`src/rtl/instruction_fetcher_pkg.sv`:
```
// Shared types, widths, opcodes and helpers for the instruction fetch front end.
package instruction_fetcher_pkg;

   localparam int ADDR_WIDTH = 32;
   localparam int INS_WIDTH  = 32;

   localparam logic [6:0] OPCODE_JAL    = 7'b1101111;
   localparam logic [6:0] OPCODE_BRANCH = 7'b1100011;
   localparam logic [6:0] OPCODE_JALR   = 7'b1100111;

   // Fetch sequencing: issue a request, wait for the word, hold it for the Dispatcher.
   typedef enum logic [1:0] {
      ST_FETCH = 2'd0,
      ST_WAIT  = 2'd1,
      ST_HOLD  = 2'd2
   } fetch_state_t;

   typedef logic [1:0] bht_ctr_t;
   localparam bht_ctr_t BHT_RESET = 2'b01;  // weakly not taken

   typedef struct packed {
      logic [ADDR_WIDTH-1:0] pred_pc;
      logic                  taken;
   } prediction_t;

   // J-type immediate, sign-extended to the address width.
   function automatic logic [ADDR_WIDTH-1:0] imm_j(input logic [INS_WIDTH-1:0] w);
      return {{11{w[31]}}, w[31], w[19:12], w[20], w[30:21], 1'b0};
   endfunction

   // B-type immediate, sign-extended to the address width.
   function automatic logic [ADDR_WIDTH-1:0] imm_b(input logic [INS_WIDTH-1:0] w);
      return {{19{w[31]}}, w[31], w[7], w[30:25], w[11:8], 1'b0};
   endfunction

   // 2-bit saturating counter step toward the observed outcome.
   function automatic bht_ctr_t sat_update(input bht_ctr_t c, input logic taken);
      if (taken)
         return (c == 2'b11) ? c : c + 2'd1;
      else
         return (c == 2'b00) ? c : c - 2'd1;
   endfunction

endpackage

```
`src/rtl/instruction_fetcher_branch_predictor.sv`:
```
// Branch history table of 2-bit saturating counters: combinational lookup,
// registered update. A same-cycle lookup of an entry being updated sees the old value.
module branch_predictor
   import instruction_fetcher_pkg::*;
#(
   parameter int INDEX_BITS = 6
) (
   input  logic                  clk,
   input  logic                  rst,
   input  logic                  rdy,
   input  logic [INDEX_BITS-1:0] lookup_idx,
   output logic                  lookup_taken,
   input  logic                  update_en,
   input  logic [INDEX_BITS-1:0] update_idx,
   input  logic                  update_taken
);

   localparam int DEPTH = 1 << INDEX_BITS;

   bht_ctr_t bht [DEPTH];

   // Counter array: reset every entry, then train on committed branches.
   // NOTE: the table is built from flops, so every entry is reset explicitly;
   // a RAM-backed table would need a clearing sequence instead.
   always_ff @(posedge clk or posedge rst) begin
      if (rst) begin
         for (int i = 0; i < DEPTH; i++) begin
            bht[i] <= BHT_RESET;
         end
      end else if (rdy && update_en) begin
         // NOTE: non-blocking assignment keeps the lookup port reading the
         // pre-update counter for the whole cycle.
         bht[update_idx] <= sat_update(bht[update_idx], update_taken);
      end
   end

   assign lookup_taken = bht[lookup_idx][1];

endmodule

```
`src/rtl/instruction_fetcher.sv`:
```
// Fetch front end: keeps the fetch PC, talks to the icache, predicts the next PC
// and hands one instruction per request to the Dispatcher. A ROB mispredict
// redirects the PC and drops any in-flight request or buffered word.
module instruction_fetcher
   import instruction_fetcher_pkg::*;
#(
   parameter int                    BHT_INDEX_BITS = 6,
   parameter logic [ADDR_WIDTH-1:0] RESET_PC       = '0
) (
   input  logic                  clk,
   input  logic                  rst,
   input  logic                  rdy,
   input  logic                  enable_from_dispatcher,
   output logic                  enable_to_dispatcher,
   output logic [ADDR_WIDTH-1:0] pc_to_dispatcher,
   output logic [INS_WIDTH-1:0]  ins_to_dispatcher,
   output logic [ADDR_WIDTH-1:0] pred_pc_to_dispatcher,
   output logic                  predict_jump_to_dispatcher,
   output logic                  enable_to_icache,
   output logic [ADDR_WIDTH-1:0] pc_to_icache,
   input  logic                  ready_from_icache,
   input  logic [INS_WIDTH-1:0]  ins_from_icache,
   input  logic                  mispredict,
   input  logic [ADDR_WIDTH-1:0] correct_pc,
   input  logic                  enable_bp_update,
   input  logic [ADDR_WIDTH-1:0] bp_update_pc,
   input  logic                  bp_update_taken
);

   fetch_state_t          state;
   logic [ADDR_WIDTH-1:0] pc;
   logic [INS_WIDTH-1:0]  buf_ins;
   prediction_t           buf_pred;
   prediction_t           pred;
   logic                  bht_taken;

   // Only the index bits of a committed branch PC select a counter.
   logic unused_update_bits;
   assign unused_update_bits = ^{bp_update_pc[ADDR_WIDTH-1:BHT_INDEX_BITS+2], bp_update_pc[1:0]};

   branch_predictor #(
      .INDEX_BITS(BHT_INDEX_BITS)
   ) u_bp (
      .clk         (clk),
      .rst         (rst),
      .rdy         (rdy),
      .lookup_idx  (pc[BHT_INDEX_BITS+1:2]),
      .lookup_taken(bht_taken),
      .update_en   (enable_bp_update),
      .update_idx  (bp_update_pc[BHT_INDEX_BITS+1:2]),
      .update_taken(bp_update_taken)
   );

   // Next-PC prediction for the word arriving from the icache at the current PC.
   always_comb begin
      // NOTE: default both fields first so no path through the case infers a latch.
      pred.pred_pc = pc + 32'd4;
      pred.taken   = 1'b0;
      unique case (ins_from_icache[6:0])
         OPCODE_JAL: begin
            pred.pred_pc = pc + imm_j(ins_from_icache);
            pred.taken   = 1'b1;
         end
         OPCODE_BRANCH: begin
            if (bht_taken) begin
               pred.pred_pc = pc + imm_b(ins_from_icache);
               pred.taken   = 1'b1;
            end
         end
         OPCODE_JALR: begin
            // Indirect target unknown here; fall through sequentially.
         end
         default: begin
         end
      endcase
   end

   // Fetch FSM, PC, instruction buffer and both handshakes; rdy low freezes everything.
   always_ff @(posedge clk or posedge rst) begin
      if (rst) begin
         state                      <= ST_FETCH;
         pc                         <= RESET_PC;
         buf_ins                    <= '0;
         buf_pred                   <= '0;
         enable_to_dispatcher       <= 1'b0;
         pc_to_dispatcher           <= '0;
         ins_to_dispatcher          <= '0;
         pred_pc_to_dispatcher      <= '0;
         predict_jump_to_dispatcher <= 1'b0;
         enable_to_icache           <= 1'b0;
         pc_to_icache               <= '0;
      end else if (rdy) begin
         enable_to_dispatcher <= 1'b0;
         if (mispredict) begin
            // Returning to FETCH marks the buffer empty; a same-cycle icache word is dropped.
            pc               <= correct_pc;
            enable_to_icache <= 1'b0;
            state            <= ST_FETCH;
         end else begin
            unique case (state)
               ST_FETCH: begin
                  enable_to_icache <= 1'b1;
                  pc_to_icache     <= pc;
                  state            <= ST_WAIT;
               end
               ST_WAIT: begin
                  if (ready_from_icache) begin
                     enable_to_icache <= 1'b0;
                     buf_ins          <= ins_from_icache;
                     buf_pred         <= pred;
                     state            <= ST_HOLD;
                  end
               end
               ST_HOLD: begin
                  // The request level lags our pulse by a cycle, so ignore it while the pulse is up.
                  if (enable_from_dispatcher && !enable_to_dispatcher) begin
                     enable_to_dispatcher       <= 1'b1;
                     pc_to_dispatcher           <= pc;
                     ins_to_dispatcher          <= buf_ins;
                     pred_pc_to_dispatcher      <= buf_pred.pred_pc;
                     predict_jump_to_dispatcher <= buf_pred.taken;
                     pc                         <= buf_pred.pred_pc;
                     state                      <= ST_FETCH;
                  end
               end
               default: state <= ST_FETCH;
            endcase
         end
      end
   end

endmodule
```
`config.mk`:
```
export PLATFORM = sky130hd
export DESIGN_NAME = instruction_fetcher
export DESIGN_NICKNAME = d
export VERILOG_FILES = /design/src/rtl/instruction_fetcher_pkg.sv /design/src/rtl/instruction_fetcher_branch_predictor.sv /design/src/rtl/instruction_fetcher.sv
export SDC_FILE = /design/constraint.sdc
export NUM_CORES = 1
export LEC_CHECK = 0
export CAP_MARGIN = 20
export CORE_MARGIN = 4
export CORE_UTILIZATION = 35
export DETAILED_ROUTE_END_ITERATION = 16
export PLACE_DENSITY = 0.52
export SYNTH_ARGS = -nofsm -noshare
export SYNTH_HDL_FRONTEND = slang
export SYNTH_SLANG_ARGS = --single-unit
export TNS_END_PERCENT = 100
```
`constraint.sdc`:
```
create_clock -name clk -period 14.7 [get_ports clk]
set_clock_uncertainty 0.1 [all_clocks]
set_input_delay 3.675 -clock clk [delete_from_list [all_inputs] [get_ports clk]]
set_output_delay 3.675 -clock clk [all_outputs]
set_load 0.005 [all_outputs]
```
=== Word level (Yosys, flattened, before mapping) ===
Cells that the tools add are included.
W data, S select, Z words.

* Flip-flop bits (word level): 358
* Input bits: 104
* Output and inout bits: 131
* Word-level logic and storage cells: 137

* Add/subtract/negate cells: 5
* $lt $le $gt $ge: 3
* Equality and inequality tests: 7
* Multiplexer cells: 28
* Bitwise operators: 3
* Reductions and logical operators: 15

{| class="wikitable"
|+ Operators by type and width
! operator !! number
|-
| $bwmux W128 || 1
|-
| $mux W32 || 3
|-
| $pmux W33 S2 || 1
|-
| $add A32 B32 Y32 || 2
|-
| $mux W33 || 1
|-
| $add A32 B3 Y32 const B || 1
|-
| $bmux W2 S6 || 2
|-
| $mux W2 || 12
|-
| $eq A7 B7 Y1 const B || 2
|-
| $ge A7 B7 Y1 const B || 2
|-
| $not A6 Y7 || 2
|-
| $demux W2 S6 || 1
|-
| $reduce_and A3 Y1 || 4
|-
| $reduce_and A4 Y1 || 2
|-
| $lt A7 B1 Y1 const B || 1
|-
| $ne A3 B3 Y1 const B || 2
|-
| $pmux W2 S3 || 1
|-
| $mux W1 || 5
|-
| $eq A2 B2 Y1 const B || 2
|-
| $logic_not A2 Y1 || 2
|-
| $reduce_bool A2 Y1 || 2
|-
| $logic_and A1 B1 Y1 || 3
|-
| $reduce_bool A3 Y1 || 1
|-
| $add A2 B1 Y2 const B || 1
|-
| other kinds (5) || 5
|}

=== Logic depth before layout (Yosys ltp) ===
Gate-level depths: netlist (run 1).

* Depth in word-level cells: 9
* Gate-level depth with buffers: 13
* Gate-level depth less buffers: 11

=== Hierarchy ===
From an unflattened synthesis (run 1), not the netlist that was laid out.

* Cells, all modules: 1879
* Area, all modules: 19407.4 um2

{| class="wikitable"
|+ By module, submodules not included
! module !! instances !! cells an instance !! area an instance (um2)
|-
| instruction_fetcher || 1 || 1234 || 12618.4
|-
| branch_predictor || 1 || 645 || 6789.0
|}

=== Least setup slack after synthesis (run 1) ===
No wires, ideal clock.

* Path type: input port to flip-flop
* Start point: input ins_from_icache[9]
* End point: register buf_pred[23] (netlist bit)
* Setup time: 0.124 ns
* Data arrival time: 5.986 ns
* Required time: 14.476 ns
* Setup slack: 8.490 ns
* Stages on the path: 10
* Cell sequence: ha_1 a211oi_1 o21ai_0 a2111oi_0 o21ai_0 o21ai_1 o21ai_0 a221o_1 nand2_1 a21oi_1

* Longest elaborated chain between the ends: 3

{| class="wikitable"
|+ Ends and longest elaborated chain
! item !! line !! text
|-
| start, declared || instruction_fetcher.sv:22 || <nowiki>input logic [INS_WIDTH-1:0] ins_from_icache,</nowiki>
|-
| $add A32 B32 Y32 || instruction_fetcher.sv:66 || <nowiki>pred.pred_pc = pc + imm_b(ins_from_icache);</nowiki>
|-
| $mux W33 || instruction_fetcher.sv:65 || <nowiki>if (bht_taken) begin</nowiki>
|-
| $pmux W33 S2 || instruction_fetcher.sv:59 || <nowiki>unique case (ins_from_icache[6:0])</nowiki>
|-
| end signal, assigned || instruction_fetcher.sv:110 || <nowiki>buf_pred <= pred;</nowiki>
|-
| end, declared || instruction_fetcher.sv:33 || <nowiki>prediction_t buf_pred;</nowiki>
|}

Every way passes these cells.
A chain may end at the register's enable or synchronous reset.

=== Final worst setup path (run 1) ===
Ends and elaborated chain as after synthesis.

==> results.json, run 1 <==
{
  "outcome": "finished clean",
  "reg2reg_from": "pc[2]",
  "crit_type": "input pin to flip-flop",
  "overflow": 0,
  "die_w_um": 243,
  "path_cells": "clkdlybuf4s50_1 -> ha_1 -> a211oi_1 -> o21ai_0 -> a2111oi_0 -> o21ai_0 -> o21ai_1 -> o21ai_0 -> a221o_1 -> nand2_1 -> a21oi_1",
  "dr.pass1.iters": 7,
  "synth_area_mm2": 0.0194,
  "worst_hold_startpoint": "buf_ins[11]",
  "vias": 14800,
  "insertion_delay_ns": 0.58,
  "dp.cells": 2656,
  "power_frac_comb_pct": 26.9,
  "htree_levels": 2,
  "switching_share_pct": 31.4,
  "setup_tns_ns": 0,
  "num-nets-final": 2113,
  "p_leak_nw": 10.3,
  "synthTopCellsByArea": "dfrtp_1 (38%), mux2_2 (15%), dfstp_2 (8.7%), nand2_1 (4.6%), mux2i_1 (2.9%)",
  "slew_violations": 0,
  "post-route-util_pct": 43.3,
  "cpMostUsedCell": "o21ai_0",
  "fillers": 5159,
  "relSlewSlack_pct": 37.0,
  "dpl_worst_slack_ns": 6.70,
  "syn_to_final_growth_pct": 21.4,
  "path_delay_family": "compound AO/OA/AOI/OAI gates",
  "grt_pass1_vias": 15100,
  "synth_ff_type": "dfrtp_1",
  "p_clk_share_pct": 32.2,
  "viasPerCell": 5.42,
  "finalSetupViolations": 0,
  "drc_errors": 0,
  "cts_hold_buffers": 0,
  "finalCritPeriodShare_pct": 51.5,
  "switching_power_w": 0.00103,
  "wl_um": 58900,
  "drtAntennaViolNets": 0,
  "dieArea_mm2": 0.0592,
  "hold_violations": 0,
  "layout-drive-gt1-share_pct": 23.6,
  "syn-num-nets": 1945,
  "rsz0062_at_grt": "no",
  "place.gp.congestion": 0.873,
  "synth_cell_types": 74,
  "finalNonFillerCells": 2737,
  "antenna_found_initial": 3,
  "clockBufferDepth": 3,
  "post_cts_buffers": 0,
  "yosysTopAreaCellShare_pct": 38.0,
  "crit_required_ns": 15.05,
  "setup_ws_ns": 7.13,
  "worst_pin_slew_ns": 0.945,
  "root_buffer": "clkbuf_16",
  "min_path_cells": 2,
  "cp_max_fo": 7,
  "seq_area_frac_synth_pct": 46.6,
  "pwr_density_cell_mw_per_mm2": 139,
  "cts_sinks": 358,
  "cts_buffers": 42,
  "power_frac_seq_pct": 40.9,
  "grtUsageTotal_pct": 19.6,
  "grt_pass1_wl_um": 91800,
  "power.internal_w": 0.00224,
  "die-height_um": 243,
  "core_mm2": 0.0543,
  "path_clk_slew_ns": 0.06,
  "io_pins": 235,
  "arrival_ns": 7.92,
  "cp-end-kind": "flip-flop",
  "max_cap_viol_count": 0,
  "yosysWarnings": 0,
  "drtIter0Drc": 1014,
  "r2r_end": "buf_pred[23]",
  "ys_ff_latch": 358,
  "synth_top_area_cell": "dfrtp_1",
  "cts-resized-gates": 0,
  "r2r_cells": 11,
  "async_reset_ff_share_pct": 100,
  "slowest_stage": "a2111oi_0",
  "cts_tree": "built",
  "avgRoutedWirePerCell_um": 21.5,
  "synth.avg_cell_area_um2": 10.8,
  "synth-edff-count": 0,
  "min_to": "buf_ins[11]",
  "start_kind": "input pin",
  "min_path_type": "flip-flop to flip-flop",
  "rows": 85,
  "ir_worst_vdd_mv": 0.0844,
  "ys_top_cells_by_count": "dfrtp_1 (294), mux2_2 (265), nand2_1 (236)",
  "slowest_delay_ns": 0.86,
  "grt_max_degree": 104,
  "syn_inst": 1795,
  "start_util_pct": 35.7,
  "synth.most_common_cell": "dfrtp_1",
  "crit_buf_inv": 1,
  "period_minus_slack_ns": 7.57,
  "dp_hpwl_um": 40300,
  "fmax_ghz": 0.132,
  "rrSetupSlack_ns": 10.10,
  "port_buffers": 208
}
==> worst reg2reg max path: stages (launching register included) <==
cell and delay [ns]:
dfrtp_1 0.32, buf_4 0.36, ha_1 0.33, a211oi_1 0.30, o21ai_0 0.23, a2111oi_0 0.86, o21ai_0 0.32, o21ai_1 0.69
o21ai_0 0.42, a221o_1 0.39, nand2_1 0.10, a21oi_1 0.08
==> routing by layer <==
layer | vias to the layer above | GRT usage [%] | part of all wire [%]
met1 | 7454 | 28.5 | 47
met2 | 463 | 30.5 | 45
met5 | - | 0 | 0
met4 | 0 | 5.94 | 2.7
met3 | 84 | 2.96 | 5.1
li1 | 6826 | - | -
==> kinds of logic after synthesis <==
group                      after synthesis  share of synthesized area, %
AOI/OAI and AO/OA                      338                          11.1
xor gates and xnor gates                66                          2.98
adders and majority gates               48                          3.16
buffers and inverters                  125                          2.81
DFF                                    358                          46.6
muxes                                  350                          21.8
and+or+nand+nor                        510                          11.5
==> per-stage QoR <==
step	hold WS [ns]	instance area, µm²	total power [W]
final	0.368	23500	0.00327
after global routing	0.391	23500	0.00347
after CTS	0.374	23500	0.00332
after detailed placement	0.359	22100	0.00224
after global placement	0.356	22100	0.00222
after floorplan	0.342	19400	0.00185
==> cell usage in the layout (no fill, tap or decap), types with 19 or more instances in the layout <==
cell,netlist,routed
nor2_1,143,143
mux2i_1,56,56
xnor2_1,42,42
mux2_2,265,265
a21oi_1,77,77
clkbuf_16,0,42
nand2_1,236,236
ha_1,44,44
clkdlybuf4s50_1,0,206
xor2_1,24,24
buf_4,5,21
dfrtp_1,294,294
nand3_1,37,37
o21ai_0,92,92
mux4_2,24,24
a221oi_1,19,19
o22ai_1,19,19
dfstp_2,64,64
==> layout make-up <==
| type | instances | area [µm²] | share of cell area, % |
|---|---|---|---|
| diodes | 1 | 2.50 | 0.0106 |
| clock buffers | 61 | 1230 | 5.24 |
| clock inverters | 17 | 164 | 0.696 |
| inverters | 17 | 71.3 | 0.303 |
| multi-input cells | 1312 | 9830 | 41.8 |
| flip-flops and latches | 358 | 9040 | 38.4 |
| well taps | 739 | 925 | 3.93 |
| repair buffers | 232 | 2270 | 9.67 |
==> registers in the layout, indices dropped and copies added (netlist names) <==
register,cells
u_bp.bht,128
buf_pred,33
buf_ins,32
ins_to_dispatcher,32
pc,32
pc_to_dispatcher,32
pc_to_icache,32
pred_pc_to_dispatcher,32
state,2
enable_to_dispatcher,1
enable_to_icache,1
predict_jump_to_dispatcher,1
==> power groups by stage <==
stage	clock (W)	combinational, W	sequential, W
2_1_floorplan	0	0.000552	0.00129
3_3_place_gp	0	0.000868	0.00135
3_5_place_dp	0	0.000879	0.00136
4_1_cts	0.00109	0.000885	0.00134
5_1_grt	0.00113	0.000974	0.00136
6_report	0.00105	0.000881	0.00134
==> how the worst max path moves through the flow <==
stage                             from           end  slack, ns  cells after the start
floorplan                          rst    buf_ins[0]       1.10                      1
global placement    ins_from_icache[9]  buf_pred[23]       6.75                     11
detailed placement  ins_from_icache[9]  buf_pred[23]       6.70                     11
CTS                 ins_from_icache[9]  buf_pred[23]       7.30                     11
global route        ins_from_icache[9]  buf_pred[23]       6.90                     11
finish              ins_from_icache[9]  buf_pred[23]       7.13                     11
(Power assumes the default switching activity.)
==> inputs of run 2 (changes only) <==
- PLACE_DENSITY: 0.52 -> 0.54
- clock period: 14.7 -> 6.5 ns (I/O delays scaled with it)
==> run 2 against run 1 <==
Final area rose by 0.70%; worst setup slack worse by 5.6 ns; flip-flop and latch count unchanged; sequential share of layout area is 0.27 points lower; critical path type unchanged; largest power group unchanged.
==> results.json, run 2 (synthesis gave the netlist of run 1 again) <==
{
  "outcome": "finished clean",
  "root_buffer": "clkbuf_16",
  "grt_pass1_vias": 15100,
  "avgRoutedWirePerCell_um": 21.9,
  "hold_violations": 0,
  "clockBufferDepth": 3,
  "cts_sinks": 358,
  "post-route-util_pct": 43.6,
  "layout_common_cells": "dfrtp_1 (294), mux2_2 (265), nand2_1 (236)",
  "cts_hold_buffers": 0,
  "drc_errors": 0,
  "relSlewSlack_pct": 32.9,
  "place.gp.congestion": 0.878,
  "rows": 85,
  "antenna_found_initial": 1,
  "core_mm2": 0.0543,
  "fmax_ghz": 0.202,
  "arrival_ns": 5.26,
  "pwr_density_cell_mw_per_mm2": 321,
  "min_path_type": "flip-flop to flip-flop",
  "dieArea_mm2": 0.0592,
  "switching_power_w": 0.00232,
  "drtAntennaViolNets": 0,
  "setup_ws_ns": 1.55,
  "p_clk_share_pct": 33.9,
  "die_w_um": 243,
  "wl_um": 60000,
  "post_cts_buffers": 0,
  "crit_required_ns": 6.81,
  "grt_pass1_wl_um": 93500,
  "drtIter0Drc": 1197,
  "dr.pass1.iters": 5,
  "start_util_pct": 35.7,
  "grt_max_degree": 145,
  "vias": 14900,
  "slew_violations": 0,
  "grtUsageTotal_pct": 20.0,
  "finalCritPeriodShare_pct": 76.2,
  "period_minus_slack_ns": 4.95,
  "largest_register_ffs": 128,
  "setup_tns_ns": 0,
  "dp_hpwl_um": 42000,
  "cts-resized-gates": 0,
  "power_frac_comb_pct": 26.3,
  "min_path_cells": 2,
  "cts_tree": "built",
  "insertion_delay_ns": 0.57,
  "crit_type": "input pin to flip-flop",
  "viasPerCell": 5.43,
  "path_clk_slew_ns": 0.06,
  "finalSetupViolations": 0,
  "num-nets-final": 2119,
  "layout_commonest_cell": "dfrtp_1",
  "regMostFlops": "u_bp.bht",
  "holdWs_ns": 0.370,
  "ir_worst_vdd_mv": 0.169,
  "power_frac_seq_pct": 39.8,
  "rsz0062_at_grt": "no",
  "diodes": 0,
  "cts_buffers": 42,
  "cp_max_fo": 3,
  "dpl_worst_slack_ns": 1.10,
  "syn_to_final_growth_pct": 22.3,
  "port_buffers": 208,
  "layout-drive-gt1-share_pct": 23.8,
  "max_cap_viol_count": 0,
  "r2r_cells": 11,
  "reg_top3": "u_bp.bht: 128 flops, buf_pred: 33 flops",
  "io_pins": 235,
  "die-height_um": 243,
  "start_kind": "input pin",
  "p_leak_nw": 10.4,
  "htree_levels": 2,
  "rrSetupSlack_ns": 2.16,
  "worst_pin_slew_ns": 1.01,
  "power.internal_w": 0.00529,
  "switching_share_pct": 30.5,
  "cp-end-kind": "flip-flop",
  "overflow": 0
}
[run 2: cell count changes in the layout (fill, tap and decap cells not counted), sizes merged]
cell	change
clkdlybuf4s50	-2
clkbuf	+3
clkinv	-6
clkinvlp	+1
inv	-4
buf	+9
diode	-1
bufinv	+4
[run 2: routing by layer]
layer	global-route usage, %	part of all wire (%)	wire length [µm]
met1	28.8	47	28400
met2	31.7	45	27300
met3	3.47	5.3	3170
met4	4.79	2.0	1190
met5	0	0	0
[run 2: worst paths after layout]
path | from | end
max | ins_from_icache[9] | buf_pred[19]
min | buf_ins[16] | buf_ins[16]
max reg2reg | pc[3] | buf_pred[23]
min reg2reg | buf_ins[16] | buf_ins[16]
max in group asynchronous | rst | pc_to_dispatcher[27]
min in group asynchronous | rst | u_bp.bht[39]
[run 2: through the flow]
stage                     instance area (µm²)  instances  power, W
after detailed placement                22200       2664   0.00508
after floorplan                         19400       1795   0.00418
after global routing                    23700       2741   0.00806
after CTS                               23700       2741   0.00772
final                                   23700       2741   0.00761
after global placement                  22200       2664   0.00504
[run 2: final cells by class]
cell class / count / area [µm²]
multi-input cells: 1312 / 9820
clock inverters: 12 / 218
clock buffers: 65 / 1300
inverters: 17 / 67.6
fillers: 5190 / 30600
flip-flops and latches: 358 / 9040
repair buffers: 238 / 2320
well taps: 739 / 925
[run 2: critical path, cell delays in order]
cell             delay, ns
clkdlybuf4s50_1       0.50
ha_1                  0.35
a211oi_1              0.33
o21ai_0               0.21
a2111oi_0             0.60
buf_4                 0.22
o21ai_0               0.14
a211oi_1              0.39
o21ai_0               0.18
xor2_1                0.16
a221oi_1              0.40
o21ai_0               0.14
[run 2: power groups by stage]
stage	Combinational (W)	Clock, W	Sequential, W
after CTS	0.00201	0.00266	0.00304
after detailed placement	0.00200	0	0.00308
after global routing	0.00221	0.00275	0.00310
after floorplan	0.00125	0	0.00293
final	0.00201	0.00258	0.00303
after global placement	0.00198	0	0.00306
